==> src/rtl/alu_seq_pkg.sv <==
// Shared op encodings, FSM state type and counter sizing for alu_op_sequencer.
package alu_seq_pkg;

  localparam logic [1:0] OP_ADD = 2'b00;
  localparam logic [1:0] OP_SUB = 2'b01;
  localparam logic [1:0] OP_MUL = 2'b10;
  localparam logic [1:0] OP_DIV = 2'b11;

  typedef enum logic [1:0] {
    ST_IDLE  = 2'b00,
    ST_ISSUE = 2'b01,
    ST_WAIT  = 2'b10,
    ST_HOLD  = 2'b11
  } state_t;

  localparam int unsigned ARITH_LAT_DEF = 1;
  localparam int unsigned CNT_W_DEF     = $clog2(ARITH_LAT_DEF + 1);

  function automatic int unsigned cnt_width(input int unsigned lat);
    return $clog2(lat + 1);
  endfunction

endpackage

==> src/rtl/alu_op_sequencer_rsp_hold.sv <==
// Response register with valid/ready: loads on capture, holds until the consumer takes it.
module alu_rsp_hold #(
  parameter int unsigned OUT_W = 16
) (
  input  logic             clk,
  input  logic             rst,
  input  logic             load,
  input  logic [OUT_W-1:0] load_data,
  input  logic             load_carry,
  input  logic             load_err,
  input  logic             rsp_ready,
  output logic             rsp_valid,
  output logic [OUT_W-1:0] rsp_data,
  output logic             rsp_carry,
  output logic             rsp_err
);

  always_ff @(posedge clk or posedge rst) begin
    if (rst) begin
      rsp_valid <= 1'b0;
      rsp_data  <= '0;
      rsp_carry <= 1'b0;
      rsp_err   <= 1'b0;
    end else if (load) begin
      rsp_valid <= 1'b1;
      rsp_data  <= load_data;
      rsp_carry <= load_carry;
      rsp_err   <= load_err;
    end else if (rsp_valid && rsp_ready) begin
      rsp_valid <= 1'b0;
    end
  end

endmodule

==> src/rtl/alu_op_sequencer.sv <==
// Command front-end for the signed arithmetic unit: accept, issue, wait out latency, hold response.
// Optional macro ALU_DIV_ZERO_GUARD_EN short-circuits divide-by-zero straight to an error response.
module alu_op_sequencer
  import alu_seq_pkg::*;
#(
  parameter int unsigned IN_W      = 4,
  parameter int unsigned OUT_W     = 16,
  parameter int unsigned ARITH_LAT = 1
) (
  input  logic             clk,
  input  logic             rst,
  input  logic             cmd_valid,
  output logic             cmd_ready,
  input  logic [1:0]       cmd_op,
  input  logic [IN_W-1:0]  cmd_a,
  input  logic [IN_W-1:0]  cmd_b,
  output logic [IN_W-1:0]  arith_a,
  output logic [IN_W-1:0]  arith_b,
  output logic             arith_enable,
  output logic [1:0]       alu_func_arith,
  input  logic [OUT_W-1:0] arith_out,
  input  logic             carry_out,
  input  logic             arith_flag,
  output logic             rsp_valid,
  input  logic             rsp_ready,
  output logic [OUT_W-1:0] rsp_data,
  output logic             rsp_carry,
  output logic             rsp_err
);

  localparam int unsigned CW = cnt_width(ARITH_LAT);
  localparam logic [CW-1:0] CNT_ONE  = CW'(1);
  localparam logic [CW-1:0] CNT_LOAD = CW'(ARITH_LAT);

  state_t          state;
  logic [CW-1:0]   cnt;
  logic            guard_hit;
  logic            accept;
  logic            cap_unit;
  logic            cap_load;
  logic [OUT_W-1:0] cap_data;
  logic            cap_carry;
  logic            cap_err;

`ifdef ALU_DIV_ZERO_GUARD_EN
  assign guard_hit = (cmd_op == OP_DIV) && (cmd_b == '0);
`else
  assign guard_hit = 1'b0;
`endif

  assign accept   = (state == ST_IDLE) && cmd_valid;
  assign cap_unit = (state == ST_WAIT) && (cnt == CNT_ONE);

  // A guarded divide loads the hold register directly from IDLE with a fixed error response.
  always_comb begin
    cap_load  = cap_unit || (accept && guard_hit);
    cap_data  = '0;
    cap_carry = 1'b0;
    cap_err   = 1'b1;
    if (cap_unit) begin
      cap_data  = arith_out;
      cap_carry = carry_out;
      cap_err   = ~arith_flag;
    end
  end

  always_ff @(posedge clk or posedge rst) begin
    if (rst) begin
      state          <= ST_IDLE;
      cmd_ready      <= 1'b1;
      arith_enable   <= 1'b0;
      alu_func_arith <= '0;
      arith_a        <= '0;
      arith_b        <= '0;
      cnt            <= '0;
    end else begin
      arith_enable <= 1'b0;
      case (state)
        ST_IDLE: begin
          if (cmd_valid) begin
            cmd_ready <= 1'b0;
            if (guard_hit) begin
              state <= ST_HOLD;
            end else begin
              state          <= ST_ISSUE;
              arith_enable   <= 1'b1;
              alu_func_arith <= cmd_op;
              arith_a        <= cmd_a;
              arith_b        <= cmd_b;
            end
          end
        end
        ST_ISSUE: begin
          cnt   <= CNT_LOAD;
          state <= ST_WAIT;
        end
        ST_WAIT: begin
          if (cnt == CNT_ONE) begin
            cnt   <= '0;
            state <= ST_HOLD;
          end else begin
            cnt <= cnt - CNT_ONE;
          end
        end
        ST_HOLD: begin
          if (rsp_ready) begin
            state     <= ST_IDLE;
            cmd_ready <= 1'b1;
          end
        end
        default: state <= ST_IDLE;
      endcase
    end
  end

  alu_rsp_hold #(.OUT_W(OUT_W)) u_rsp_hold (
    .clk        (clk),
    .rst        (rst),
    .load       (cap_load),
    .load_data  (cap_data),
    .load_carry (cap_carry),
    .load_err   (cap_err),
    .rsp_ready  (rsp_ready),
    .rsp_valid  (rsp_valid),
    .rsp_data   (rsp_data),
    .rsp_carry  (rsp_carry),
    .rsp_err    (rsp_err)
  );

endmodule

==> config.mk <==
export PLATFORM = sky130hd
export DESIGN_NAME = alu_op_sequencer
export DESIGN_NICKNAME = d
export VERILOG_FILES = /design/src/rtl/alu_seq_pkg.sv /design/src/rtl/alu_op_sequencer_rsp_hold.sv /design/src/rtl/alu_op_sequencer.sv
export SDC_FILE = /design/constraint.sdc
export NUM_CORES = 1
export LEC_CHECK = 0
export ABC_AREA = 1
export ABC_CLOCK_PERIOD_IN_PS = 1070
export CAP_MARGIN = 20
export CORE_MARGIN = 4
export CORE_UTILIZATION = 30
export CTS_BUF_LIST = sky130_fd_sc_hd__clkbuf_8 sky130_fd_sc_hd__clkbuf_16
export CTS_CLUSTER_SIZE = 24
export DETAILED_ROUTE_END_ITERATION = 8
export PLACE_DENSITY_LB_ADDON = 0.05
export SYNTH_ARGS = -nofsm -noshare
export SYNTH_HDL_FRONTEND = slang
export SYNTH_SLANG_ARGS = --single-unit
export TNS_END_PERCENT = 100
==> constraint.sdc <==
create_clock -name clk -period 1.07 [get_ports clk]
set_clock_uncertainty 0.05 [all_clocks]
set_input_delay 0.214 -clock clk [delete_from_list [all_inputs] [get_ports clk]]
set_output_delay 0.214 -clock clk [all_outputs]
set_load 0.01 [all_outputs]
# Word-level counts from Yosys, hierarchy flattened
# Cells that the tools add are included.
# op_classes
add_sub_neg,1
n_eq_ne,6
muxes,13
bitwise_logic,1
reduce_logical,9
# ops
cell,count
2-bit case mux with 4 select lines,1
1-bit 2-to-1 mux,7
2-bit 2-to-1 mux,3
"2-bit != test, second input constant",3
3-bit AND reduction,2
2-bit nonzero test,3
"2-bit == test, second input constant",2
1-bit case mux with 2 select lines,2
"2-bit by 1-bit == test with 1-bit output, second input constant",1
1-bit logical AND,2
2-bit logical NOT,1
2-bit AND reduction,1
1-bit NOT,1
"1-bit subtractor, second input constant",1
# word_totals
reg_bits,34
in_bits,32
out_inout_bits,31
elab_cells,41

# Longest topological paths before layout
# Gate-level depths: netlist (run 1).
# depth
word_depth,3
ltp_mapped,7
mapped_depth_nobuf,7

# By module
# A second synthesis (run 1) with hierarchy kept.
# hier_totals
hier_cells,197
hier_area_um2,1574.0
# by_module_without_submodules
mod,instances,cells_each,area_per_inst_um2,seq_area_each_um2
alu_op_sequencer,1,116,822.0,376.6
alu_rsp_hold,1,81,752.0,475.5

# Worst setup path after synthesis (run 1)
# No wires, ideal clock.
# synth_path
kind,register to register
start,reg state[0]
end,reg u_rsp_hold.rsp_data[7]
arrival_ns,1.017
required_time_ns,0.903
slack_ns,-0.114
stages_incl_launch_ff,7
cell_sequence,dfrtp_1 > inv_1 > ha_1 > buf_6 > buf_12 > nand3_2 > nand2_1
# synth_via
elab_chain_cells,2
# synth_rtl
item,line,source
from (decl),alu_op_sequencer.sv:35,state_t state;
from (signal assigned),alu_op_sequencer.sv:69,state <= ST_IDLE;
from (signal assigned),alu_op_sequencer.sv:83,state <= ST_HOLD;
from (signal assigned),alu_op_sequencer.sv:85,state <= ST_ISSUE;
2-bit == test,alu_op_sequencer.sv:52,assign cap_unit = (state == ST_WAIT) && (cnt == CNT_ONE);
1-bit logical AND,alu_op_sequencer.sv:52,
to (signal assigned),alu_op_sequencer_rsp_hold.sv:26,rsp_data <= load_data;
to (decl),alu_op_sequencer_rsp_hold.sv:13,"output logic [OUT_W-1:0] rsp_data,"
# Every way passes these cells.
# A chain may end at the register's enable or synchronous reset.

# Final worst setup path (run 1)
# layout_path
start,reg state[0]
end,reg arith_a[0]
# layout_via
elab_chain_cells,2
# layout_rtl
item,line,source
2-bit logical NOT,alu_op_sequencer.sv:78,case (state)
2-bit AND reduction (no source line),-,
to (signal assigned),alu_op_sequencer.sv:88,arith_a <= cmd_a;
to (decl),alu_op_sequencer.sv:17,"output logic [IN_W-1:0] arith_a,"
# Every way passes these cells.

==> reports/summary.txt, run 1 <==
Status = complete, but fails checks
Failing checks = setup timing
RSZ-0062 raised after global routing = yes
Seq/Total Area, Yosys = 56.42%
Cts hold-fix bufs = 0
Ys Warns = 0
Die ar. = 6233 µm²
Clk buf depth = 2
Cells after Synth = 159
Final hold vios = 0
DIE WIDTH = 78.95 µm
Layout cell share with drive strength beyond 1 = 49.62%
# setup viols final = 43
Fill cells = 464
Routed Antenna Nets = 0
Worst-skew pair later-pin latency = 280 ps
TritonCTS clock tree = yes
Post-route DRC = 0
Area grow syn2layout = 74.81%
Cell breakdown of the critical path = inv_2 > ha_4 > nand2_8 > buf_8 > nand2_2 > nand2_1
Row count = 25
Final min period = 1223 ps
Crit-path max FO = 5
HP Class = input pin to async pin
Worst Setup End Kind = flop
Initial antenna violation count = 0
PD cells = 2950 nW/µm²
Largest net degree at the start of global routing = 23
Core Region = 4786 µm²
Most frequent cells in the layout = nand2_1, dfrtp_1, buf_4
Critical Path RT = 1200 ps
DRT Pass-1 Iters = 4
Setup CP Type = flop to flop
Total Power = 7.787 mW
Via density = 4.204
Synthesized area = 1510 µm²
DRT iter0 DRCs = 49
Max Clock Freq = 817.9 MHz
Syn Area/Cell = 9.498 µm²
Die Height = 78.95 µm
Slowest-stage cell, CP = dfrtp_1
Clock sink count = 34
Post-synth top area cell = dfrtp_1
Area share of the largest cell type after synthesis = 54.68%
IO Pins = 63
Yosys reg bits = 34
Vias in the first global route = 1368
Port bufs = 62
Measured slew at the worst slew-check pin = 219.7 ps
GRT overflow = 0
Dpl hpwl = 2896 µm
Final worst setup slack = -152.6 ps
Peak supply drop = 1.220 mV
Total CTS buffers = 5
Placer Congestion = 0.7109
TNS Setup = -4522 ps
Top area cells in the synthesized netlist = dfrtp_1, nand2_1, nand3_2
Ant diodes = 0
Arr. time, crit path = 1350 ps
Initial Util = 31.56%
Clk root buf = clkbuf_8
First-pass GRT wire length = 6706 µm
DR WL/cell = 12.86 µm
H-tree depth = 2
Yosys cell types = 16
Global Route Usage Sum = 13.81%
Tcrit/Tclk final = 114.3%
Crit start category = flop
Max-cap violations = 0
Slowest Stage Delay on Critical Path = 410 ps
Via Count = 1383
Net Count, Synth = 195
Net count reported at finish = 297
Most common cell after layout, fill and taps aside = nand2_1
Hold WS = 238.7 ps
Clock-pin slew on the worst setup and hold paths = 70 ps
Final Max Tran Viols = 0
Max_slew headroom = 85.31%
Final WL = 4231 µm
P_leak = 1.368 nW
final cells by class:
type                    count  area, µm²  share of cell area [%]
well taps                  67      83.83                   3.175
inverters                   9      41.29                   1.564
repair buffers            102      878.3                   33.27
multi-input cells         108      680.7                   25.78
clock inverters             2      8.758                  0.3318
clock buffers               6      82.58                   3.128
flip-flops and latches     34      853.3                   32.32
repair inverters            1      11.26                  0.4265
per-stage QoR:
step	setup slack, ps	utilization, %	cell area, µm²	std cells
final	-152.6	55.16	2640	329
after global routing	-212.7	55.16	2640	329
after CTS	-156.1	50.72	2427	317
after detailed placement	-225.7	49.44	2366	304
after global placement	-231.9	49.44	2366	304
after floorplan	-52.91	-	1543	159
registers in the layout, indices dropped and copies added (netlist names):
name and cells:
cnt 1, state 2, cmd_ready 1, alu_func_arith 2, arith_a 4, u_rsp_hold.rsp_valid 1
u_rsp_hold.rsp_carry 1, u_rsp_hold.rsp_data 16, arith_b 4, u_rsp_hold.rsp_err 1, arith_enable 1
cells in the mapped netlist:
| cell type | instances |
|---|---|
| nand2_1 | 79 |
| dfrtp_1 | 33 |
| nand3_2 | 11 |
| nand3_1 | 8 |
| inv_1 | 7 |
| buf_6 | 5 |
| ha_1 | 4 |
| inv_2 | 2 |
| nand2_2 | 2 |
| nand4_1 | 2 |
| buf_12 | 1 |
| buf_2 | 1 |
| buf_4 | 1 |
| dfstp_2 | 1 |
| o21ai_0 | 1 |
| o21ai_2 | 1 |
logic make-up after synthesis:
| logic type | after synthesis | synth area share [%] |
|---|---|---|
| adders and majority gates | 4 | 3.314 |
| AOI/OAI and AO/OA | 2 | 0.9111 |
| and+or+nand+nor | 102 | 31.23 |
| DFF | 34 | 56.42 |
| buffers and inverters | 17 | 8.119 |
repair_timing:
item / 4_1_cts / 5_1_grt
gates resized for setup: 149 / 30
pin swaps: 2 / 13
buffers inserted: 3 / 12
endpoints found under the setup margin: 65 / 65
cloned: 2 / 0
endpoints found under the hold margin: 0 / 0
worst paths after layout:
path | cells after the start | slack, ps | endpoint | from
max | 6 | -150 | arith_a[0]$_DFFE_PP0P_ | state[0]$_DFFE_PP0P_
min | 3 | 240 | arith_a[0]$_DFFE_PP0P_ | rst
max reg2reg | 6 | -150 | arith_a[0]$_DFFE_PP0P_ | state[0]$_DFFE_PP0P_
min reg2reg | 2 | 420 | u_rsp_hold.rsp_data[7]$_DFFE_PP0P_ | u_rsp_hold.rsp_data[7]$_DFFE_PP0P_
max in group asynchronous | 3 | 510 | cmd_ready$_DFFE_PP1P_ | rst
min in group clk | 2 | 420 | u_rsp_hold.rsp_data[7]$_DFFE_PP0P_ | u_rsp_hold.rsp_data[7]$_DFFE_PP0P_
power breakdown:
part           switching (mW)  internal (mW)
logic                    2.13           2.36
clock network           0.463          0.510
registers               0.396           1.93
per-layer routing:
metal | up-vias | share of wire (%) | track usage (%)
met2 | 39 | 50 | 23.17
met1 | 643 | 42 | 16.40
met5 | - | 0 | 0
met3 | 6 | 7.5 | 4.989
li1 | 695 | - | -
met4 | 0 | 1.3 | 4.639
worst max-delay path: cells and delay by family, from the launching register on:
family        cells  cell delay, ps
flops             1             410
buf+inv           2             280
simple gates      3             200
fa+ha+maj         1             180
Note: power is estimated with default switching activity, not from simulation.
==> run 2, diff against run 1 <==
--- a/config.mk
+++ b/config.mk
@@ -10,7 +10,6 @@
 export CAP_MARGIN = 20
 export CORE_MARGIN = 4
 export CORE_UTILIZATION = 30
-export CTS_BUF_LIST = sky130_fd_sc_hd__clkbuf_8 sky130_fd_sc_hd__clkbuf_16
 export CTS_CLUSTER_SIZE = 24
 export DETAILED_ROUTE_END_ITERATION = 8
 export PLACE_DENSITY_LB_ADDON = 0.05
==> reports/summary.txt, run 2 (same netlist as run 1, synthesis figures left out) <==
Status = complete, but fails checks
Failing checks = setup timing
DIE WIDTH = 78.95 µm (unchanged)
Worst Setup End Kind = flop
IO Pins = 63 (unchanged)
Cell breakdown of the critical path = inv_2 > ha_4 > nand2_8 > buf_8 > nand2_2 > nand2_1
Global Route Usage Sum = 13.81% (unchanged)
Max FFs per register = 16 (unchanged)
Total Power = 7.796 mW (+0.12%)
Initial antenna violation count = 0 (unchanged)
Row count = 25 (unchanged)
Clock-pin slew on the worst setup and hold paths = 70 ps (about the same)
Via Count = 1383 (unchanged)
Die Height = 78.95 µm (unchanged)
# setup viols final = 43 (unchanged)
Max Clock Freq = 817.9 MHz (unchanged)
RSZ-0062 raised after global routing = yes
Clk root buf = clkbuf_8
Total CTS buffers = 5 (unchanged)
Setup CP Type = flop to flop
Largest net degree at the start of global routing = 23 (unchanged)
HP Class = input pin to async pin
DRT iter0 DRCs = 49 (unchanged)
Vias in the first global route = 1368 (unchanged)
P_leak = 1.364 nW (-0.30%)
Worst Reg-to-Reg Cells = 6 (unchanged)
Crit start category = flop
Final Max Tran Viols = 0 (unchanged)
Die ar. = 6233 µm² (unchanged)
Peak supply drop = 1.220 mV (about the same)
Slowest-stage cell, CP = dfrtp_1
Area grow syn2layout = 74.81% (unchanged)
PD cells = 2953 nW/µm² (+0.12%)
DR WL/cell = 12.86 µm (unchanged)
Max-cap violations = 0 (unchanged)
Fin util = 55.16% (unchanged)
Reg2reg end = arith_a[0]$_DFFE_PP0P_
Arr. time, crit path = 1350 ps (about the same)
Critical path's top delay family = flip-flops
Post-route cell area = 2640 µm² (unchanged)
Port bufs = 62 (unchanged)
GRT overflow = 0 (unchanged)
Crit-path max FO = 5 (unchanged)
Worst-skew pair later-pin latency = 280 ps (about the same)
Post-route DRC = 0 (unchanged)
Ant diodes = 0 (unchanged)
Most flops, register = u_rsp_hold.rsp_data
Worst reg2reg setup slack = -150 ps (about the same)
Net count reported at finish = 297 (unchanged)
Final worst setup slack = -152.6 ps (unchanged)
Via density = 4.204 (unchanged)
Layout cell share with drive strength beyond 1 = 49.62% (unchanged)
Worst Path Buf+Inv = 2 (unchanged)
Critical Path RT = 1200 ps (about the same)
Clk buf depth = 2 (unchanged)
Final hold vios = 0 (unchanged)
TritonCTS clock tree = yes
Biggest regs = u_rsp_hold.rsp_data: 16 flops, arith_a: 4 flops, arith_b: 4 flops
R2r startpoint = state[0]$_DFFE_PP0P_
H-tree depth = 2 (unchanged)
Most common cell after layout, fill and taps aside = nand2_1
Final min period = 1223 ps (unchanged)
Crit path to = arith_a[0]$_DFFE_PP0P_
Levels on crit path = 6 (unchanged)
Core Region = 4786 µm² (unchanged)
DRT Pass-1 Iters = 4 (unchanged)
Initial Util = 31.56% (unchanged)
Area of placed instances = 2366 µm² (unchanged)
Final WL = 4231 µm (unchanged)
First-pass GRT wire length = 6706 µm (unchanged)
Clock sink count = 34 (unchanged)
Placer Congestion = 0.7109 (unchanged)
Max_slew headroom = 85.31% (unchanged)
CP startpoint = state[0]$_DFFE_PP0P_
Slowest Stage Delay on Critical Path = 410 ps (about the same)
Most frequent cells in the layout = nand2_1, dfrtp_1, buf_4
Dpl hpwl = 2896 µm (unchanged)
Routed Antenna Nets = 0 (unchanged)
Measured slew at the worst slew-check pin = 219.7 ps (unchanged)
Tcrit/Tclk final = 114.3% (unchanged)
==> run 2: cell types whose count changed in the layout (fill, tap and decap cells not counted) <==
cell      previous run  this run
inv_1                5         4
clkbuf_1             0         1
==> run 2: tightest hold or removal path, cell delays in order <==
cell and delay, ps:
clkdlybuf4s50_1 400, inv_1 120, buf_12 190
==> run 2: how the worst min path moves through the flow <==
stage / slack [ps] / end
final: 240 / arith_a[0]$_DFFE_PP0P_
after detailed placement: 410 / u_rsp_hold.rsp_data[7]$_DFFE_PP0P_
after global routing: 280 / arith_a[0]$_DFFE_PP0P_
after global placement: 410 / cmd_ready$_DFFE_PP1P_
after floorplan: 240 / u_rsp_hold.rsp_err$_DFFE_PP0P_
after CTS: 250 / alu_func_arith[1]$_DFFE_PP0P_
==> run 2: final cells by class <==
type	count	area (µm²)
clock buffers	7	86.33
clock inverters	1	5.005
fillers	464	2146
inverters	9	41.29
multi-input cells	108	680.7
flip-flops and latches	34	853.3
well taps	67	83.83
repair buffers	102	878.3
repair inverters	1	11.26
==> run 2: layer usage <==
metal / track usage (%) / wire length [µm] / vias up
met5: 0 / 0 / -
met4: 4.639 / 53 / 0
li1: - / - / 695
met2: 23.17 / 2103 / 39
met3: 4.989 / 317 / 6
met1: 16.40 / 1757 / 643
==> run 2: repair_timing <==
action / CTS / global route
endpoints found under the setup margin: 65 / 65
hold endpoints to repair: 0 / 0
gates resized for setup: 149 / 30
setup buffers: 3 / 12
cloned: 2 / 0
pin swaps: 2 / 13
hold buffers: 0 / 0
==> run 2: metrics by stage <==
stage          hold WS [ps]  instances  setup slack, ps  TNS [ps]
2_1_floorplan         244.2        159           -52.91     -1052
3_3_place_gp          406.4        304           -231.9     -5789
3_5_place_dp          409.9        304           -225.7     -6334
4_1_cts               247.9        317           -156.1     -4728
5_1_grt               275.6        329           -212.7     -7059
6_report              238.7        329           -152.6     -4525
==> run 2: power by group <==
| group | switching, mW | total [mW] | internal, mW |
|---|---|---|---|
| sequential | 0.396 | 2.33 | 1.93 |
| combinational | 2.13 | 4.49 | 2.36 |
| clock | 0.462 | 0.981 | 0.519 |
| total | 2.99 | 7.80 | 4.81 |
==> run 3, diff against run 2 <==
--- a/config.mk
+++ b/config.mk
@@ -8,11 +8,14 @@
 export ABC_AREA = 1
 export ABC_CLOCK_PERIOD_IN_PS = 1070
 export CAP_MARGIN = 20
+export CELL_PAD_IN_SITES_DETAIL_PLACEMENT = 0
+export CELL_PAD_IN_SITES_GLOBAL_PLACEMENT = 1
 export CORE_MARGIN = 4
-export CORE_UTILIZATION = 30
+export CORE_UTILIZATION = 28
 export CTS_CLUSTER_SIZE = 24
 export DETAILED_ROUTE_END_ITERATION = 8
 export PLACE_DENSITY_LB_ADDON = 0.05
+export SKIP_LAST_GASP = 1
 export SYNTH_ARGS = -nofsm -noshare
 export SYNTH_HDL_FRONTEND = slang
 export SYNTH_SLANG_ARGS = --single-unit
==> reports/summary.txt, run 3 (same netlist as run 1, synthesis figures left out) <==
Status = complete, but fails checks
Failing checks = setup timing
Net count reported at finish = 302 (+1.7%)
Peak supply drop = 1.399 mV (+15%)
Initial antenna violation count = 0 (unchanged)
Area of placed instances = 2340 µm² (-1.1%)
Arr. time, crit path = 1380 ps (+30 ps)
Global Route Usage Sum = 13.63% (-0.19 points)
Worst Setup End Kind = flop
Setup CP Type = flop to flop
Most flops, register = u_rsp_hold.rsp_data
Clk buf depth = 2 (unchanged)
Non-Filler Instances = 337 (+2.4%)
IO Pins = 63 (unchanged)
Routed Antenna Nets = 0 (unchanged)
Max FFs per register = 16 (unchanged)
P_leak = 1.434 nW (+5.1%)
Area grow syn2layout = 85.50%
DP Cell Count = 303 (-0.33%)
First-pass GRT wire length = 6803 µm (+1.4%)
Post-route cell area = 2801 µm² (+6.1%)
Crit-path max FO = 5 (unchanged)
Most frequent cells in the layout = nand2_1, buf_4, dfrtp_1
Ant diodes = 0 (unchanged)
H-tree depth = 2 (unchanged)
Via density = 4.240 (+0.87%)
Largest net degree at the start of global routing = 23 (unchanged)
TritonCTS clock tree = yes
RSZ-0062 raised after global routing = yes
Final WL = 4358 µm (+3.0%)
Core Region = 5172 µm² (+8.1%)
Max-cap violations = 0 (unchanged)
Die ar. = 6632 µm² (+6.4%)
Placer Congestion = 0.8106 (+14%)
Final min period = 1252 ps (+28.96 ps)
Vias in the first global route = 1488 (+8.8%)
Max Clock Freq = 799.0 MHz (-2.3%)
Most common cell after layout, fill and taps aside = nand2_1
Sequential share of power = 27.0% (-2.9 points)
Net Sw Frac = 37.01% (-1.3 points)
Total area of sequential cells = 853.3 µm² (unchanged)
Clock sink count = 34 (unchanged)
Fill cells = 463 (-0.22%)
Fin util = 54.16% (-1.0 points)
NetSw = 3.229 mW (+8.1%)
Tcrit/Tclk final = 117.0% (+2.7 points)
Total CTS buffers = 5 (unchanged)
Dpl hpwl = 2860 µm (-1.2%)
Initial Util = 29.20% (-2.4 points)
Logic pwr share = 56.6% (-0.9 points)
Max_slew headroom = 82.43% (-2.9 points)
Port bufs = 62 (unchanged)
Clock share of power = 16.4% (+3.8 points)
GRT overflow = 0 (unchanged)
Layout cell share with drive strength beyond 1 = 56.93% (+7.3 points)
DIE WIDTH = 81.44 µm (+3.2%)
Final Max Tran Viols = 0 (unchanged)
HP Class = input pin to async pin
DRT Pass-1 Iters = 4 (unchanged)
Multi-input logic area = 749.5 µm² (+10%)
Clk root buf = clkbuf_8
Internal Power = 5.496 mW (+14%)
Clock-pin slew on the worst setup and hold paths = 80 ps (about the same)
PD cells = 3115 nW/µm² (+5.5%)
DRT iter0 DRCs = 64 (+31%)
DR WL/cell = 12.93 µm (+0.56%)
Measured slew at the worst slew-check pin = 263.5 ps (+43.82 ps)
Final worst setup slack = -181.6 ps (-28.96 ps)
Biggest regs = u_rsp_hold.rsp_data: 16 flops, arith_a: 4 flops, arith_b: 4 flops
Die Height = 81.44 µm (+3.2%)
Final hold vios = 0 (unchanged)
# setup viols final = 53 (+23%)
Place WS = -230.2 ps (-4.519 ps)
Hold WS = 240.3 ps (+1.570 ps)
Worst-skew pair later-pin latency = 280 ps (about the same)
Crit start category = flop
Row count = 26 (+4.0%)
Critical Path RT = 1200 ps (about the same)
Post-route DRC = 0 (unchanged)
Via Count = 1429 (+3.3%)
==> run 3: cell types whose count changed in the layout (fill, tap and decap cells not counted), sizes merged <==
cell and change:
inv -1, buf +6, clkbuf -2, bufinv +2
==> run 3: path summary, 6_finish.rpt <==
path	start	end	slack, ps	depth (start not counted)
worst max-delay path	state[0]$_DFFE_PP0P_	arith_b[3]$_DFFE_PP0P_	-180	7
worst min-delay path	rst	arith_b[2]$_DFFE_PP0P_	240	3
worst max register to register	state[0]$_DFFE_PP0P_	arith_b[3]$_DFFE_PP0P_	-180	7
worst min register to register	cmd_ready$_DFFE_PP1P_	cmd_ready$_DFFE_PP1P_	420	2
max in group asynchronous	rst	cmd_ready$_DFFE_PP1P_	510	3
min in group clk	cmd_a[3]	arith_a[3]$_DFFE_PP0P_	410	3
==> run 3: stage by stage <==
stage	total power, mW	setup TNS [ps]
3_5_place_dp	6.110	-7102
5_1_grt	9.330	-8157
2_1_floorplan	4.218	-1052
4_1_cts	8.194	-5464
3_3_place_gp	5.988	-6137
6_report	8.726	-5226
==> run 3: final cells by class <==
| cell class | instances | share of cell area (%) |
|---|---|---|
| multi-input combinational | 108 | 26.75 |
| clock inverter | 3 | 2.456 |
| tap | 70 | 3.126 |
| timing repair buffer | 108 | 33.36 |
| inverter | 9 | 1.385 |
| sequential | 34 | 30.46 |
| clock buffer | 5 | 2.456 |
==> run 3: power by group through the flow <==
stage	Clock, mW	Sequential (mW)	Combinational [mW]
global route	1.53	2.42	5.38
detailed placement	0	2.32	3.79
finish	1.43	2.36	4.94
floorplan	0	2.53	1.69
global placement	0	2.30	3.69
CTS	1.48	2.34	4.38
==> run 3: critical path, cell delays in order (launching register included) <==
cell and delay (ps):
dfrtp_1 410, inv_2 100, buf_6 100, ha_4 150
nand2_4 80, buf_6 140, nand2_2 60, nand2_2 50
==> run 3: metal layers <==
metal	routed length (µm)	global-route usage, %	vias to the layer above
li1	-	-	705
met1	1694	15.26	674
met2	2283	23.94	42
met3	301	4.167	8
met4	78	5.574	0
met5	0	0	-
==> run 3: what timing repair did <==
action                                  in CTS  in global routing
hold buffers                                 0                  0
endpoints found under the setup margin      65                 65
pin swaps                                   20                 12
gates cloned                                 2                  0
buffers inserted                            13                 11
resized for setup                          176                 23
